### config.mk
export PLATFORM = sky130hd
export DESIGN_NAME = obstacle_scheduler_flat
export DESIGN_NICKNAME = d
export VERILOG_FILES = /design/src/rtl/game_pkg.sv /design/src/rtl/obstacle_scheduler_if.sv /design/src/rtl/lfsr16.sv /design/src/rtl/obstacle_scheduler.sv /design/src/flat_wrapper.sv
export SDC_FILE = /design/constraint.sdc
export NUM_CORES = 1
export LEC_CHECK = 0
export ABC_AREA = 1
export CAP_MARGIN = 10
export CORE_ASPECT_RATIO = 2
export CORE_MARGIN = 1.5
export CORE_UTILIZATION = 55
export DETAILED_ROUTE_END_ITERATION = 10
export PLACE_DENSITY_LB_ADDON = 0.2
export SYNTH_ARGS = -nofsm -noshare
export SYNTH_HDL_FRONTEND = slang
export SYNTH_HIERARCHICAL = 1
export SYNTH_SLANG_ARGS = --single-unit
### constraint.sdc
create_clock -name clk -period 3.7 [get_ports clk]
set_input_delay 0.37 -clock clk [delete_from_list [all_inputs] [get_ports clk]]
set_output_delay 0.37 -clock clk [all_outputs]
set_load 0.01 [all_outputs]
### src/rtl/game_pkg.sv
// Shared game constants, slot map and state encoding used by the obstacle
// scheduler and the drawing stage.
package game_pkg;

    localparam int SCREEN_W  = 640;
    localparam int OBST_W    = 120;
    localparam int X_HERO    = 120;
    localparam int NUM_SLOTS = 5;

    localparam int G0 = 0;
    localparam int G1 = 1;
    localparam int G2 = 2;
    localparam int B0 = 3;
    localparam int B1 = 4;

    localparam logic [NUM_SLOTS-1:0] GROUND_MASK = 5'b00111;
    localparam logic [NUM_SLOTS-1:0] BIRD_MASK   = 5'b11000;

    typedef enum logic [1:0] {
        IDLE   = 2'd0,
        RUN    = 2'd1,
        FROZEN = 2'd2
    } state_t;

    typedef struct packed {
        logic       found;
        logic [2:0] idx;
    } slot_pick_t;

    // Lowest free slot of the wanted type, falling back to the other type.
    function automatic slot_pick_t pick_slot(input logic [NUM_SLOTS-1:0] busy,
                                             input logic                 want_bird);
        logic [NUM_SLOTS-1:0] type_mask;
        logic [NUM_SLOTS-1:0] free_pref;
        logic [NUM_SLOTS-1:0] free_other;
        logic [NUM_SLOTS-1:0] cand;
        slot_pick_t           pick;
        type_mask  = want_bird ? BIRD_MASK : GROUND_MASK;
        free_pref  = ~busy & type_mask;
        free_other = ~busy & ~type_mask;
        cand       = (free_pref != '0) ? free_pref : free_other;
        pick.found = (cand != '0);
        pick.idx   = '0;
        for (int i = NUM_SLOTS - 1; i >= 0; i--) begin
            if (cand[i]) begin
                pick.idx = 3'(i);
            end
        end
        return pick;
    endfunction

endpackage

### src/rtl/obstacle_scheduler_if.sv
// Control inputs from the game FSM and obstacle positions toward the
// pixel-address mux.
interface obstacle_scheduler_if #(
    parameter int DATA_W = 32
);
    import game_pkg::*;

    logic                  frame_tick;
    logic                  start;
    logic                  hit;
    logic                  game_over;
    logic [DATA_W-1:0]     X_obst0;
    logic [DATA_W-1:0]     X_obst1;
    logic [DATA_W-1:0]     X_obst2;
    logic [DATA_W-1:0]     X_bird_obst0;
    logic [DATA_W-1:0]     X_bird_obst1;
    logic [NUM_SLOTS-1:0]  active;
    logic [3:0]            speed;
    logic                  showmode1;
    logic                  passed;

    modport master (
        output frame_tick, start, hit, game_over,
        input  X_obst0, X_obst1, X_obst2, X_bird_obst0, X_bird_obst1,
        input  active, speed, showmode1, passed
    );

    modport slave (
        input  frame_tick, start, hit, game_over,
        output X_obst0, X_obst1, X_obst2, X_bird_obst0, X_bird_obst1,
        output active, speed, showmode1, passed
    );

endinterface

### src/rtl/lfsr16.sv
// 16-bit Fibonacci LFSR, taps 16/14/13/11, advancing one step per enable.
module lfsr16 #(
    parameter logic [15:0] SEED = 16'hACE1
) (
    input  logic        clk,
    input  logic        rst,
    input  logic        en,
    output logic [15:0] q
);

    always_ff @(posedge clk) begin
        if (rst) begin
            q <= SEED;
        end else if (en) begin
            q <= {q[14:0], q[15] ^ q[13] ^ q[12] ^ q[10]};
        end
    end

endmodule

### src/rtl/obstacle_scheduler.sv
// Per-frame scroll, retire and spawn of ground/bird obstacles, with speed
// ramp, wing animation, freeze on game over and field clear on hit.
module obstacle_scheduler
    import game_pkg::*;
#(
    parameter int          DATA_W       = 32,
    parameter int          SPAWN_X      = 760,
    parameter int          MIN_GAP      = 260,
    parameter int          SPEED_INIT   = 4,
    parameter int          SPEED_MAX    = 12,
    parameter int          SPEED_FRAMES = 600,
    parameter int          WING_FRAMES  = 8,
    parameter logic [15:0] LFSR_SEED    = 16'hACE1
) (
    input  logic                 clk,
    input  logic                 rst,
    obstacle_scheduler_if.slave  bus
);

    localparam int SPD_CNT_W  = $clog2(SPEED_FRAMES + 1);
    localparam int WING_CNT_W = $clog2(WING_FRAMES + 1);

    function automatic logic [DATA_W-1:0] sat_sub(input logic [DATA_W-1:0] a,
                                                  input logic [DATA_W-1:0] b);
        return (a > b) ? (a - b) : '0;
    endfunction

    state_t                  state, state_nxt;
    logic [DATA_W-1:0]       x_p1 [NUM_SLOTS];
    logic [DATA_W-1:0]       x_nxt [NUM_SLOTS];
    logic [NUM_SLOTS-1:0]    act_p1, act_nxt;
    logic [DATA_W-1:0]       gap_p1, gap_nxt;
    logic [3:0]              speed_p1, speed_nxt;
    logic [SPD_CNT_W-1:0]    spd_cnt_p1, spd_cnt_nxt;
    logic [WING_CNT_W-1:0]   wing_cnt_p1, wing_cnt_nxt;
    logic                    show_p1, show_nxt;
    logic                    passed_p1, passed_nxt;

    logic                    tick_vld_p0;
    logic                    hit_vld_p0;
    logic [15:0]             lfsr_q;
    logic                    unused_lfsr_hi;
    logic [DATA_W-1:0]       speed_w;
    logic [DATA_W-1:0]       gap_dec;
    logic [DATA_W-1:0]       scroll_x;
    slot_pick_t              pick;

    // Stage p0: qualify events by state and priority
    assign tick_vld_p0 = (state == RUN) && bus.frame_tick && !bus.start
                         && !bus.game_over && !bus.hit;
    assign hit_vld_p0  = (state == RUN) && bus.hit && !bus.start && !bus.game_over;

    // The upper LFSR bits only feed the sequence itself.
    assign unused_lfsr_hi = ^lfsr_q[15:8];

    lfsr16 #(
        .SEED (LFSR_SEED)
    ) u_lfsr (
        .clk (clk),
        .rst (rst),
        .en  (tick_vld_p0),
        .q   (lfsr_q)
    );

    always_comb begin
        state_nxt = state;
        case (state)
            IDLE:    if (bus.start) state_nxt = RUN;
            RUN:     if (bus.start) state_nxt = RUN;
                     else if (bus.game_over) state_nxt = FROZEN;
            FROZEN:  if (bus.start) state_nxt = RUN;
            default: state_nxt = IDLE;
        endcase
    end

    // Free-slot search uses start-of-tick occupancy, so a slot freed by this
    // tick's retire is only reusable from the following tick on.
    always_comb begin
        x_nxt        = x_p1;
        act_nxt      = act_p1;
        gap_nxt      = gap_p1;
        speed_nxt    = speed_p1;
        spd_cnt_nxt  = spd_cnt_p1;
        wing_cnt_nxt = wing_cnt_p1;
        show_nxt     = show_p1;
        passed_nxt   = 1'b0;
        scroll_x     = '0;
        speed_w      = DATA_W'(speed_p1);
        gap_dec      = sat_sub(gap_p1, speed_w);
        pick         = pick_slot(act_p1, lfsr_q[1:0] == 2'b11);

        if (bus.start) begin
            for (int i = 0; i < NUM_SLOTS; i++) x_nxt[i] = '0;
            act_nxt      = '0;
            gap_nxt      = '0;
            speed_nxt    = 4'(SPEED_INIT);
            spd_cnt_nxt  = '0;
            wing_cnt_nxt = '0;
        end else if (hit_vld_p0) begin
            for (int i = 0; i < NUM_SLOTS; i++) x_nxt[i] = '0;
            act_nxt = '0;
            gap_nxt = DATA_W'(MIN_GAP);
        end else if (tick_vld_p0) begin
            for (int i = 0; i < NUM_SLOTS; i++) begin
                if (act_p1[i]) begin
                    scroll_x = x_p1[i] - speed_w;
                    if (scroll_x <= speed_w) begin
                        x_nxt[i]   = '0;
                        act_nxt[i] = 1'b0;
                        passed_nxt = 1'b1;
                    end else begin
                        x_nxt[i] = scroll_x;
                    end
                end
            end

            gap_nxt = gap_dec;
            if ((gap_dec == '0) && pick.found) begin
                x_nxt[pick.idx]   = DATA_W'(SPAWN_X);
                act_nxt[pick.idx] = 1'b1;
                gap_nxt           = DATA_W'(MIN_GAP) + DATA_W'(lfsr_q[7:0]);
            end

            if (spd_cnt_p1 == SPD_CNT_W'(SPEED_FRAMES - 1)) begin
                spd_cnt_nxt = '0;
                if (speed_p1 < 4'(SPEED_MAX)) speed_nxt = speed_p1 + 4'd1;
            end else begin
                spd_cnt_nxt = spd_cnt_p1 + SPD_CNT_W'(1);
            end

            if (wing_cnt_p1 == WING_CNT_W'(WING_FRAMES - 1)) begin
                wing_cnt_nxt = '0;
                show_nxt     = ~show_p1;
            end else begin
                wing_cnt_nxt = wing_cnt_p1 + WING_CNT_W'(1);
            end
        end
    end

    // Stage p1: registered field state
    always_ff @(posedge clk) begin
        if (rst) begin
            state <= IDLE;
        end else begin
            state <= state_nxt;
        end
    end

    always_ff @(posedge clk) begin
        if (rst) begin
            for (int i = 0; i < NUM_SLOTS; i++) x_p1[i] <= '0;
            act_p1      <= '0;
            gap_p1      <= '0;
            speed_p1    <= 4'(SPEED_INIT);
            spd_cnt_p1  <= '0;
            wing_cnt_p1 <= '0;
            show_p1     <= 1'b0;
            passed_p1   <= 1'b0;
        end else begin
            for (int i = 0; i < NUM_SLOTS; i++) x_p1[i] <= x_nxt[i];
            act_p1      <= act_nxt;
            gap_p1      <= gap_nxt;
            speed_p1    <= speed_nxt;
            spd_cnt_p1  <= spd_cnt_nxt;
            wing_cnt_p1 <= wing_cnt_nxt;
            show_p1     <= show_nxt;
            passed_p1   <= passed_nxt;
        end
    end

    assign bus.X_obst0      = x_p1[G0];
    assign bus.X_obst1      = x_p1[G1];
    assign bus.X_obst2      = x_p1[G2];
    assign bus.X_bird_obst0 = x_p1[B0];
    assign bus.X_bird_obst1 = x_p1[B1];
    assign bus.active       = act_p1;
    assign bus.speed        = speed_p1;
    assign bus.showmode1    = show_p1;
    assign bus.passed       = passed_p1;

endmodule

### src/flat_wrapper.sv
// flat-port wrapper written by rule: the top's interface ports become plain ports
module obstacle_scheduler_flat import game_pkg::*;
#(
    parameter int          DATA_W       = 32,
    parameter int          SPAWN_X      = 760,
    parameter int          MIN_GAP      = 260,
    parameter int          SPEED_INIT   = 4,
    parameter int          SPEED_MAX    = 12,
    parameter int          SPEED_FRAMES = 600,
    parameter int          WING_FRAMES  = 8,
    parameter logic [15:0] LFSR_SEED    = 16'hACE1
)
  (clk, rst, bus_frame_tick, bus_start, bus_hit, bus_game_over, bus_X_obst0, bus_X_obst1, bus_X_obst2, bus_X_bird_obst0, bus_X_bird_obst1, bus_active, bus_speed, bus_showmode1, bus_passed);
  obstacle_scheduler_if #(.DATA_W(DATA_W)) bus_i ();
  input  logic clk;
  input  logic rst;
  input wire logic [$bits(bus_i.frame_tick)-1:0] bus_frame_tick;
  input wire logic [$bits(bus_i.start)-1:0] bus_start;
  input wire logic [$bits(bus_i.hit)-1:0] bus_hit;
  input wire logic [$bits(bus_i.game_over)-1:0] bus_game_over;
  output wire logic [$bits(bus_i.X_obst0)-1:0] bus_X_obst0;
  output wire logic [$bits(bus_i.X_obst1)-1:0] bus_X_obst1;
  output wire logic [$bits(bus_i.X_obst2)-1:0] bus_X_obst2;
  output wire logic [$bits(bus_i.X_bird_obst0)-1:0] bus_X_bird_obst0;
  output wire logic [$bits(bus_i.X_bird_obst1)-1:0] bus_X_bird_obst1;
  output wire logic [$bits(bus_i.active)-1:0] bus_active;
  output wire logic [$bits(bus_i.speed)-1:0] bus_speed;
  output wire logic [$bits(bus_i.showmode1)-1:0] bus_showmode1;
  output wire logic [$bits(bus_i.passed)-1:0] bus_passed;
  assign bus_i.frame_tick = bus_frame_tick;
  assign bus_i.start = bus_start;
  assign bus_i.hit = bus_hit;
  assign bus_i.game_over = bus_game_over;
  assign bus_X_obst0 = bus_i.X_obst0;
  assign bus_X_obst1 = bus_i.X_obst1;
  assign bus_X_obst2 = bus_i.X_obst2;
  assign bus_X_bird_obst0 = bus_i.X_bird_obst0;
  assign bus_X_bird_obst1 = bus_i.X_bird_obst1;
  assign bus_active = bus_i.active;
  assign bus_speed = bus_i.speed;
  assign bus_showmode1 = bus_i.showmode1;
  assign bus_passed = bus_i.passed;
  obstacle_scheduler #(.DATA_W(DATA_W), .SPAWN_X(SPAWN_X), .MIN_GAP(MIN_GAP), .SPEED_INIT(SPEED_INIT), .SPEED_MAX(SPEED_MAX), .SPEED_FRAMES(SPEED_FRAMES), .WING_FRAMES(WING_FRAMES), .LFSR_SEED(LFSR_SEED)) u_core (.clk(clk), .rst(rst), .bus(bus_i));
endmodule
==> results.rst, run 1 <==
.. list-table::
   :header-rows: 1

   * - Metric
     - Value
   * - Outcome
     - completed
   * - # IOs
     - around 180
   * - Final core area utilization
     - roughly two thirds
   * - CTS hold repair buffers
     - 0
   * - Placeable core region
     - 0.0335 mm²
   * - Latest clock arrival within the worst-skew pair
     - around 0.56 ns
   * - Post-synthesis area per instance
     - 5.67 µm²
   * - Shortest period the worst path allows
     - around 3.5 ns
   * - Area of the mapped netlist
     - roughly 0.019 mm²
   * - Lkg Pwr
     - around 0.010 µW
   * - Total of buffers placed on input and output ports
     - approximately 180
   * - Overall track demand over capacity in global routing
     - 35.9%
   * - Fin Hold WS
     - about 0.47 ns
   * - Net count after synthesis
     - 3358
   * - Height of the die
     - about 260 µm
   * - Depth of the most critical reg-to-reg path
     - 20
   * - # fillers
     - 3267
   * - Cells along the critical path
     - buf_12, ha_1, inv_1, fa_1, nand2_1, nor2_1, nor2_1, nand2_1, nor2_1, buf_4, nand2_1, nand2_1, nand3_1, nor2_1, nand2_1, nor2_1, nand2_1, o22ai_2, nor2_1, nor2_1
   * - Gpl congestion
     - 1.00
   * - Crit. Startpoint
     - u_core/bus.speed[0]
   * - Part of the cycle the worst path needs
     - between 90% and 100%
   * - Final hold violations
     - 0
   * - Biggest area contributors in the synthesized netlist
     - sky130_fd_sc_hd__dfxtp_1, sky130_fd_sc_hd__nand2_1, sky130_fd_sc_hd__nand3_1
   * - Peak supply drop
     - between 0.4 and 0.5 mV
   * - Reg-to-reg slack, setup
     - 0.25 ns
   * - Post-layout nets
     - between 3000 and 4000
   * - Yosys warning total
     - 6
   * - Pre-antenna DRT Iters
     - 8
   * - Setup fix buffers added after clock tree synthesis
     - 0
   * - Wire length of the first global-routing pass
     - roughly 100000 µm
   * - Number of nets still failing antenna checks after routing
     - 0
   * - R2R Path End
     - u_core/bus.passed
   * - DR vias
     - roughly 22000
   * - Setup CP Type
     - flip-flop to flip-flop
   * - RSZ-0062 raised after global routing
     - false
   * - Clock Path Buffers
     - 3
   * - Critical path endpoint
     - u_core/bus.passed
   * - Area fraction of the dominant cell type after synthesis
     - 25.1%
   * - Layout area overhead
     - 16.9%
   * - Final-report setup violation count
     - 0
   * - Transition time of the tightest slew-check pin
     - 0.844 ns
   * - Die Area
     - roughly 0.035 mm²
   * - Arrival time of data at the critical path endpoint
     - ~4 ns
   * - Cell variety after synth
     - 44
   * - Setup Total Neg Slack
     - 0 ns
   * - Standard-cell row count
     - 95
   * - Number of flops mapped to enable cells by yosys
     - 0
   * - Antenna violations before repair
     - 0
   * - Master cell of the clock root buffer
     - sky130_fd_sc_hd__clkbuf_16
   * - Number of standard cells after synthesis
     - about 3300
   * - Crit-path most repeated cell
     - sky130_fd_sc_hd__nor2_1
   * - Largest area contributor in the synthesized netlist
     - sky130_fd_sc_hd__dfxtp_1
   * - Number of buffers created by CTS
     - 24
   * - Worst Skew
     - 0.0178 ns
   * - Element type at the critical path start
     - flip-flop
   * - Die X-Extent
     - about 130 µm
   * - Number of global-route vias before repair
     - roughly 21000
   * - Relative max-transition margin
     - a little over two fifths
   * - Critical path's slowest cell
     - sky130_fd_sc_hd__fa_1
   * - Routed Wire Length
     - roughly 65000 µm
   * - Clock tree from TritonCTS
     - built
   * - Grt total ovfl
     - 0
   * - Reg-to-reg startpoint
     - u_core/bus.speed[0]
   * - CP required
     - between 4 and 5 ns
   * - Share of flip-flops with an asynchronous set or reset after synthesis
     - 0%
   * - Clk pin slew, worst setup/hold paths
     - around 0.060 ns
   * - Average detailed-routed wire length per instance
     - roughly 17 µm
   * - Top_reg_cell synth
     - sky130_fd_sc_hd__dfxtp_1
   * - Class of the tightest hold or removal check
     - flip-flop to flip-flop
   * - Pwr Density
     - between 200 and 300 mW/mm²
   * - Max-Cap Viols
     - 0
   * - Half-perimeter wire length after detailed placement
     - about 48000 µm
   * - CTS H-Tree Depth
     - 1
   * - Number of non-filler instances in the completed layout
     - just under 4000
   * - Inserted Diodes
     - 0
   * - Total placed cells including tap cells
     - ~3800
   * - Largest net degree at the start of global routing
     - approximately 140
   * - Top fanout value on the critical path
     - 19
   * - Flops & latches, synth
     - about 240
   * - Clock sink count
     - approximately 240
   * - Initial standard-cell utilization of the core
     - a little under three fifths
   * - Detailed-route vias per instance
     - about 5.7
   * - Max frequency
     - 0.290 GHz
   * - Register area share after synthesis
     - between 20% and 30%
   * - Critical path endpoint category
     - flip-flop
   * - Iter 0 DRT Violations
     - roughly 1500
   * - Residual DRC count
     - 0
   * - Largest stage delay, worst path
     - about 0.45 ns
   * - Share of post-route cells with drive strength above 1
     - 4.67%
   * - Total count of max-transition violations in the final report
     - 0
## area by class of cell
class                   instances  area [µm²]  share of cell area, %
multi-input cells            2572       12100                   55.2
flip-flops and latches        235        4700                   21.5
repair buffers                230        2250                   10.3
inverters                     369        1400                   6.38
clock buffers                  29         681                   3.11
well taps                     436         546                   2.49
clock inverters                14         234                   1.07
## worst max-delay path, delay by kind of cell, from the launching register on
kind                       cells  cell delay [ns]
and+or+nand+nor               14             1.68
buffers and inverters          3             0.44
adders and majority gates      2             0.61
DFF                            1             0.38
AOI/OAI and AO/OA              1             0.24
## state kept, by name (all words and copies together) (netlist names), 5 cells and up
| name | count |
|---|---|
| u_core/bus.active | 5 |
| u_core/bus.X_bird_obst1 | 32 |
| u_core/u_lfsr/q | 16 |
| u_core/bus.X_obst2 | 32 |
| u_core/bus.X_obst1 | 32 |
| u_core/bus.X_bird_obst0 | 32 |
| u_core/bus.X_obst0 | 32 |
| u_core/spd_cnt_p1 | 10 |
| u_core/gap_p1 | 32 |
## stage by stage
step | total power, µW | setup slack (ns) | instance area (µm²)
final | 6000 | 0.248 | 21900
after global routing | 6170 | 0.0213 | 21900
after CTS | 6020 | 0.167 | 21800
after detailed placement | 3140 | 0.207 | 20900
after global placement | 3140 | 0.216 | 20900
after floorplan | 3000 | 0.552 | 18700
## cells in the mapped netlist, drive strengths merged (5+ instances only)
master	number
nand3	359
clkbuf	79
o21ai	245
a21oi	210
o21bai	7
nor2	439
inv	368
nor3b	7
nor4	5
nand3b	9
ha	48
buf	43
dfxtp	235
nor3	19
nand4	83
fa	6
xor2	33
nand2	1083
xnor2	6
## report_power, final
| group | internal (µW) | switching (µW) | total, µW |
|---|---|---|---|
| registers | 2530 | 7.68 | 2540 |
| logic | 157 | 400 | 557 |
| clock network | 1730 | 1170 | 2900 |
| total | 4420 | 1580 | 6000 |
## worst min-delay path by stage
| stage | from | to | cells past startpoint |
|---|---|---|---|
| after detailed placement | u_core/gap_p1[0] | u_core/gap_p1[0] | 2 |
| after CTS | u_core/gap_p1[0] | u_core/gap_p1[0] | 2 |
| after floorplan | u_core/u_lfsr/q[14] | u_core/u_lfsr/q[15] | 2 |
| after global routing | u_core/gap_p1[0] | u_core/gap_p1[0] | 2 |
| after global placement | u_core/u_lfsr/q[14] | u_core/u_lfsr/q[15] | 2 |
| final | u_core/gap_p1[0] | u_core/gap_p1[0] | 2 |
## metal layers
| layer | vias up | track usage, % | share of wire, % |
|---|---|---|---|
| met5 | - | 0 | 0 |
| met4 | 0 | 25.6 | 7.3 |
| met3 | 305 | 3.95 | 5.5 |
| met2 | 895 | 67.7 | 51 |
| met1 | 10100 | 36.0 | 36 |
| li1 | 10900 | - | - |
## layout by cell type, fill, tap and decap left out, types with 4 or more instances in the layout
master and count:
sky130_fd_sc_hd__bufinv_16 6, sky130_fd_sc_hd__nor2_1 423, sky130_fd_sc_hd__o21bai_1 7, sky130_fd_sc_hd__nor2_2 10, sky130_fd_sc_hd__nand4_4 5, sky130_fd_sc_hd__clkbuf_8 4
sky130_fd_sc_hd__inv_6 4, sky130_fd_sc_hd__ha_1 47, sky130_fd_sc_hd__a21oi_1 210, sky130_fd_sc_hd__nand3b_1 9, sky130_fd_sc_hd__clkdlybuf4s50_1 176, sky130_fd_sc_hd__nand3_2 20
sky130_fd_sc_hd__buf_4 47, sky130_fd_sc_hd__nand3_1 338, sky130_fd_sc_hd__buf_12 6, sky130_fd_sc_hd__nand2_2 9, sky130_fd_sc_hd__xor2_1 33, sky130_fd_sc_hd__xnor2_1 6
sky130_fd_sc_hd__nand2_1 1073, sky130_fd_sc_hd__nor3b_1 7, sky130_fd_sc_hd__nand4_1 78, sky130_fd_sc_hd__nor2_4 4, sky130_fd_sc_hd__clkbuf_16 25, sky130_fd_sc_hd__inv_1 360
sky130_fd_sc_hd__nor3_1 19, sky130_fd_sc_hd__nor4_1 5, sky130_fd_sc_hd__inv_2 6, sky130_fd_sc_hd__clkinv_2 4, sky130_fd_sc_hd__o21ai_1 25, sky130_fd_sc_hd__dfxtp_1 235
sky130_fd_sc_hd__o21ai_0 219, sky130_fd_sc_hd__fa_1 6
## repair_timing
action                                  in CTS  in global routing
endpoints found under the setup margin       0                 15
resized for setup                            0                 10
hold endpoints to repair                     0                  0
## kinds of logic after synthesis
kind of cell	share of synthesized area [%]
simple gates	45.8
compound gates	12.8
flops	25.1
buf+inv	10.6
fa+ha+maj	3.85
xor+xnor	1.83
(Power assumes the default switching activity.)
==> run 2: changes to the inputs <==
--- a/config.mk
+++ b/config.mk
@@ -10,6 +10,7 @@
 export CORE_ASPECT_RATIO = 2
 export CORE_MARGIN = 1.5
 export CORE_UTILIZATION = 55
+export CTS_BUF_LIST = sky130_fd_sc_hd__clkbuf_16
 export DETAILED_ROUTE_END_ITERATION = 10
 export PLACE_DENSITY_LB_ADDON = 0.2
 export SYNTH_ARGS = -nofsm -noshare
==> run 2 against run 1 <==
Largest cell class unchanged. Via count is 0.20% higher. Total power is 1.6% lower. Critical endpoint is now u_core/bus.X_obst1[1]. Final cell count stayed put. Worst setup slack better by 0.015 ns.
==> results.rst, run 2 (synthesis results as in run 1) <==
.. list-table::
   :header-rows: 1

   * - Metric
     - Value
   * - Area occupied by registers
     - 0.00470 mm² (unchanged)
   * - Total of buffers placed on input and output ports
     - 176 (unchanged)
   * - Layout area overhead
     - 16.7% (was 16.9%)
   * - # IOs
     - 177 (unchanged)
   * - Die X-Extent
     - 133 µm (unchanged)
   * - Inserted Diodes
     - 0 (unchanged)
   * - Grt total ovfl
     - 0 (unchanged)
   * - Final-report setup violation count
     - 0 (unchanged)
   * - Gate power share
     - 9.4% (was 9.3%)
   * - Peak supply drop
     - 0.404 mV (about the same)
   * - Master cell of the clock root buffer
     - sky130_fd_sc_hd__clkbuf_16 (unchanged)
   * - Number of nets still failing antenna checks after routing
     - 0 (unchanged)
   * - Top Metal Used
     - met4 (unchanged)
   * - Total count of max-transition violations in the final report
     - 0 (unchanged)
   * - Cells along the critical path
     - inv_2, buf_4, ha_1, nand2_1, nand2_1, inv_1, nand2_1, xor2_1, ha_1, nand2_1, o21bai_1, nand2_1, nand2_1, nand2_1, nor2_1, nand2_1, nor2_1, nand3_1, nor2_2, nand2_1, nand3_1, nand2_1, nand3_1, a21oi_1 (was buf_12, ha_1, inv_1, fa_1, nand2_1, nor2_1, nor2_1, nand2_1, nor2_1, buf_4, nand2_1, nand2_1, nand3_1, nor2_1, nand2_1, nor2_1, nand2_1, o22ai_2, nor2_1, nor2_1)
   * - Transition time of the tightest slew-check pin
     - 0.765 ns (was 0.844 ns)
   * - Number of global-route vias before repair
     - 21400 (about the same)
   * - Internal power component
     - 4340 µW (was 4420 µW)
   * - Pwr Density
     - 270 mW/mm² (was 274 mW/mm²)
   * - Relative max-transition margin
     - 49.0% (was 43.7%)
   * - Worst Skew
     - 0.0149 ns (was 0.0178 ns)
   * - Average detailed-routed wire length per instance
     - 16.8 µm (about the same)
   * - Overall track demand over capacity in global routing
     - 36.0% (was 35.9%)
   * - Commonest non-fill, non-tap cell in the layout
     - sky130_fd_sc_hd__nand2_1 (unchanged)
   * - Residual DRC count
     - 0 (unchanged)
   * - Final hold violations
     - 0 (unchanged)
   * - Fin Hold WS
     - 0.468 ns (was 0.469 ns)
   * - Sequential cell fraction of total power
     - 43.0% (was 42.4%)
   * - Most frequent cells in the layout
     - sky130_fd_sc_hd__nand2_1, sky130_fd_sc_hd__nor2_1, sky130_fd_sc_hd__inv_1 (unchanged)
   * - Critical path's slowest cell
     - sky130_fd_sc_hd__ha_1 (was sky130_fd_sc_hd__fa_1)
   * - Height of the die
     - 264 µm (unchanged)
   * - Pre-antenna DRT Iters
     - 6 (was 8)
   * - Antenna violations before repair
     - 0 (unchanged)
   * - Lkg Pwr
     - 0.0102 µW (about the same)
   * - Switching Share
     - 26.5% (was 26.3%)
   * - Post-layout worst setup margin
     - 0.264 ns (was 0.248 ns)
   * - Share of post-route cells with drive strength above 1
     - 4.64% (was 4.67%)
   * - Depth of the most critical reg-to-reg path
     - 24 (was 20)
   * - Iter 0 DRT Violations
     - 1444 (was 1457)
   * - CTS H-Tree Depth
     - 1 (unchanged)
   * - Clock tree from TritonCTS
     - built (unchanged)
   * - Met2 routed wirelength
     - 33400 µm (was 33600 µm)
   * - Final core area utilization
     - 65.2% (was 65.3%)
   * - Routed length on met3
     - 3670 µm (was 3570 µm)
   * - Class of the tightest hold or removal check
     - flip-flop to flip-flop (unchanged)
   * - Part of the cycle the worst path needs
     - 92.9% (was 93.3%)
   * - Largest stage delay, worst path
     - 0.40 ns (was 0.45 ns)
   * - Reg-to-reg slack, setup
     - 0.26 ns (was 0.25 ns)
   * - Placeable core region
     - 0.0335 mm² (unchanged)
   * - Post-placement setup slack
     - 0.207 ns (unchanged)
   * - Worst hold path startpoint
     - u_core/gap_p1[0] (unchanged)
   * - Largest net degree at the start of global routing
     - 137 (unchanged)
   * - Total Power Consumption
     - 5910 µW (was 6000 µW)
   * - DR vias
     - 22200 (about the same)
   * - R2R Path End
     - u_core/bus.X_obst1[1] (was u_core/bus.passed)
   * - Die Area
     - 0.0352 mm² (unchanged)
   * - # fillers
     - 3281 (was 3267)
   * - Shortest period the worst path allows
     - 3.44 ns (was 3.45 ns)
   * - Standard-cell row count
     - 95 (unchanged)
   * - Element type at the critical path start
     - flip-flop (unchanged)
   * - Hold Path Depth
     - 2 (unchanged)
   * - Critical path endpoint category
     - flip-flop (unchanged)
   * - Initial standard-cell utilization of the core
     - 55.8% (unchanged)
   * - Setup CP Type
     - flip-flop to flip-flop (unchanged)
   * - CP required
     - 4.14 ns (was 4.19 ns)
   * - Total area of multi-input combinational cells
     - 0.0121 mm² (about the same)
   * - Endpoint of the worst hold-timing path
     - u_core/gap_p1[0] (unchanged)
   * - Clk pin slew, worst setup/hold paths
     - 0.07 ns (was 0.06 ns)
   * - Reg-to-reg startpoint
     - u_core/bus.speed[2] (was u_core/bus.speed[0])
   * - Max-Cap Viols
     - 0 (unchanged)
   * - Arrival time of data at the critical path endpoint
     - 3.88 ns (was 3.94 ns)
   * - Post-layout nets
     - 3492 (unchanged)
   * - Crit-path most repeated cell
     - sky130_fd_sc_hd__nand2_1 (was sky130_fd_sc_hd__nor2_1)
   * - Met1 routed wirelength after detailed routing
     - 23200 µm (was 23300 µm)
   * - Detailed-route vias per instance
     - 5.73 (was 5.71)
   * - Wire length of the first global-routing pass
     - 104000 µm (about the same)
   * - Gpl congestion
     - 1.00 (unchanged)
   * - Max frequency
     - 0.291 GHz (was 0.290 GHz)
   * - Outcome
     - completed (unchanged)
   * - Setup fix buffers added after clock tree synthesis
     - 0 (unchanged)
   * - Routed Wire Length
     - 65100 µm (was 65200 µm)
   * - Net switching power of the design
     - 1560 µW (was 1580 µW)
   * - Clock sink count
     - 235 (unchanged)
   * - Setup Total Neg Slack
     - 0 ns (unchanged)
   * - Clock Path Buffers
     - 3 (unchanged)
   * - Clock power share
     - 47.6% (was 48.4%)
   * - Latest clock arrival within the worst-skew pair
     - 0.56 ns (about the same)
   * - RSZ-0062 raised after global routing
     - false (unchanged)
   * - Top fanout value on the critical path
     - 7 (was 19)
   * - Half-perimeter wire length after detailed placement
     - 47700 µm (unchanged)
   * - Number of buffers created by CTS
     - 24 (unchanged)
==> run 2: cell types whose count changed in the layout (fill, tap and decap cells not counted) <==
cell                       delta
sky130_fd_sc_hd__nor2_1       -1
sky130_fd_sc_hd__clkbuf_8     -4
sky130_fd_sc_hd__nor2_2       +1
sky130_fd_sc_hd__nand2_1      -2
sky130_fd_sc_hd__buf_6        -1
sky130_fd_sc_hd__buf_4        +1
sky130_fd_sc_hd__clkinv_1     +4
sky130_fd_sc_hd__nand2_2      +2
==> run 2: per-stage QoR <==
| step | cell area, µm² | cells |
|---|---|---|
| finish | 21800 | 3885 |
| global route | 21800 | 3885 |
| CTS | 21800 | 3885 |
| detailed placement | 20900 | 3842 |
| global placement | 20900 | 3842 |
| floorplan | 18700 | 3298 |
==> run 2: metal layers <==
metal	vias up	GRT usage, %
li1	10900	-
met1	10200	35.9
met2	885	67.9
met3	298	4.11
met4	0	25.2
met5	-	0
==> run 2: critical path: cells and delay by family (launching register included) <==
kind | cells | cell delay [ns]
xor+xnor | 1 | 0.24
buf+inv | 3 | 0.34
fa+ha+maj | 2 | 0.69
compound gates | 2 | 0.19
simple gates | 16 | 1.46
flops | 1 | 0.39
==> run 2: timing repair <==
item | 4_1_cts | 5_1_grt
endpoints found under the setup margin | 0 | 17
endpoints found under the hold margin | 0 | 0
resized for setup | 0 | 12
hold buffers | 0 | 0
==> run 2: worst max-delay path by stage <==
stage / startpoint / to / slack [ns] / depth (start not counted)
after floorplan: u_core/bus.speed[1] / u_core/bus.X_bird_obst1[15] / 0.55 / 18
after global placement: u_core/bus.speed[2] / u_core/bus.passed / 0.22 / 23
after detailed placement: u_core/bus.speed[2] / u_core/bus.passed / 0.21 / 18
after CTS: u_core/bus.speed[2] / u_core/bus.passed / 0.17 / 18
after global routing: u_core/bus.speed[2] / u_core/bus.X_obst2[1] / 0.04 / 25
final: u_core/bus.speed[2] / u_core/bus.X_obst1[1] / 0.26 / 24
==> run 2: final cells by class <==
type / instances / area share (%)
inverter: 369 / 6.39
tap: 436 / 2.50
clock buffer: 25 / 2.86
clock inverter: 18 / 1.14
multi-input combinational: 2572 / 55.3
timing repair buffer: 230 / 10.3
sequential: 235 / 21.5
==> run 2: power by group through the flow <==
stage	clock network (µW)	logic [µW]	registers [µW]
after floorplan	0	406	2600
after global placement	0	536	2600
after detailed placement	0	543	2600
after CTS	2840	548	2540
after global routing	2930	604	2540
final	2810	554	2540
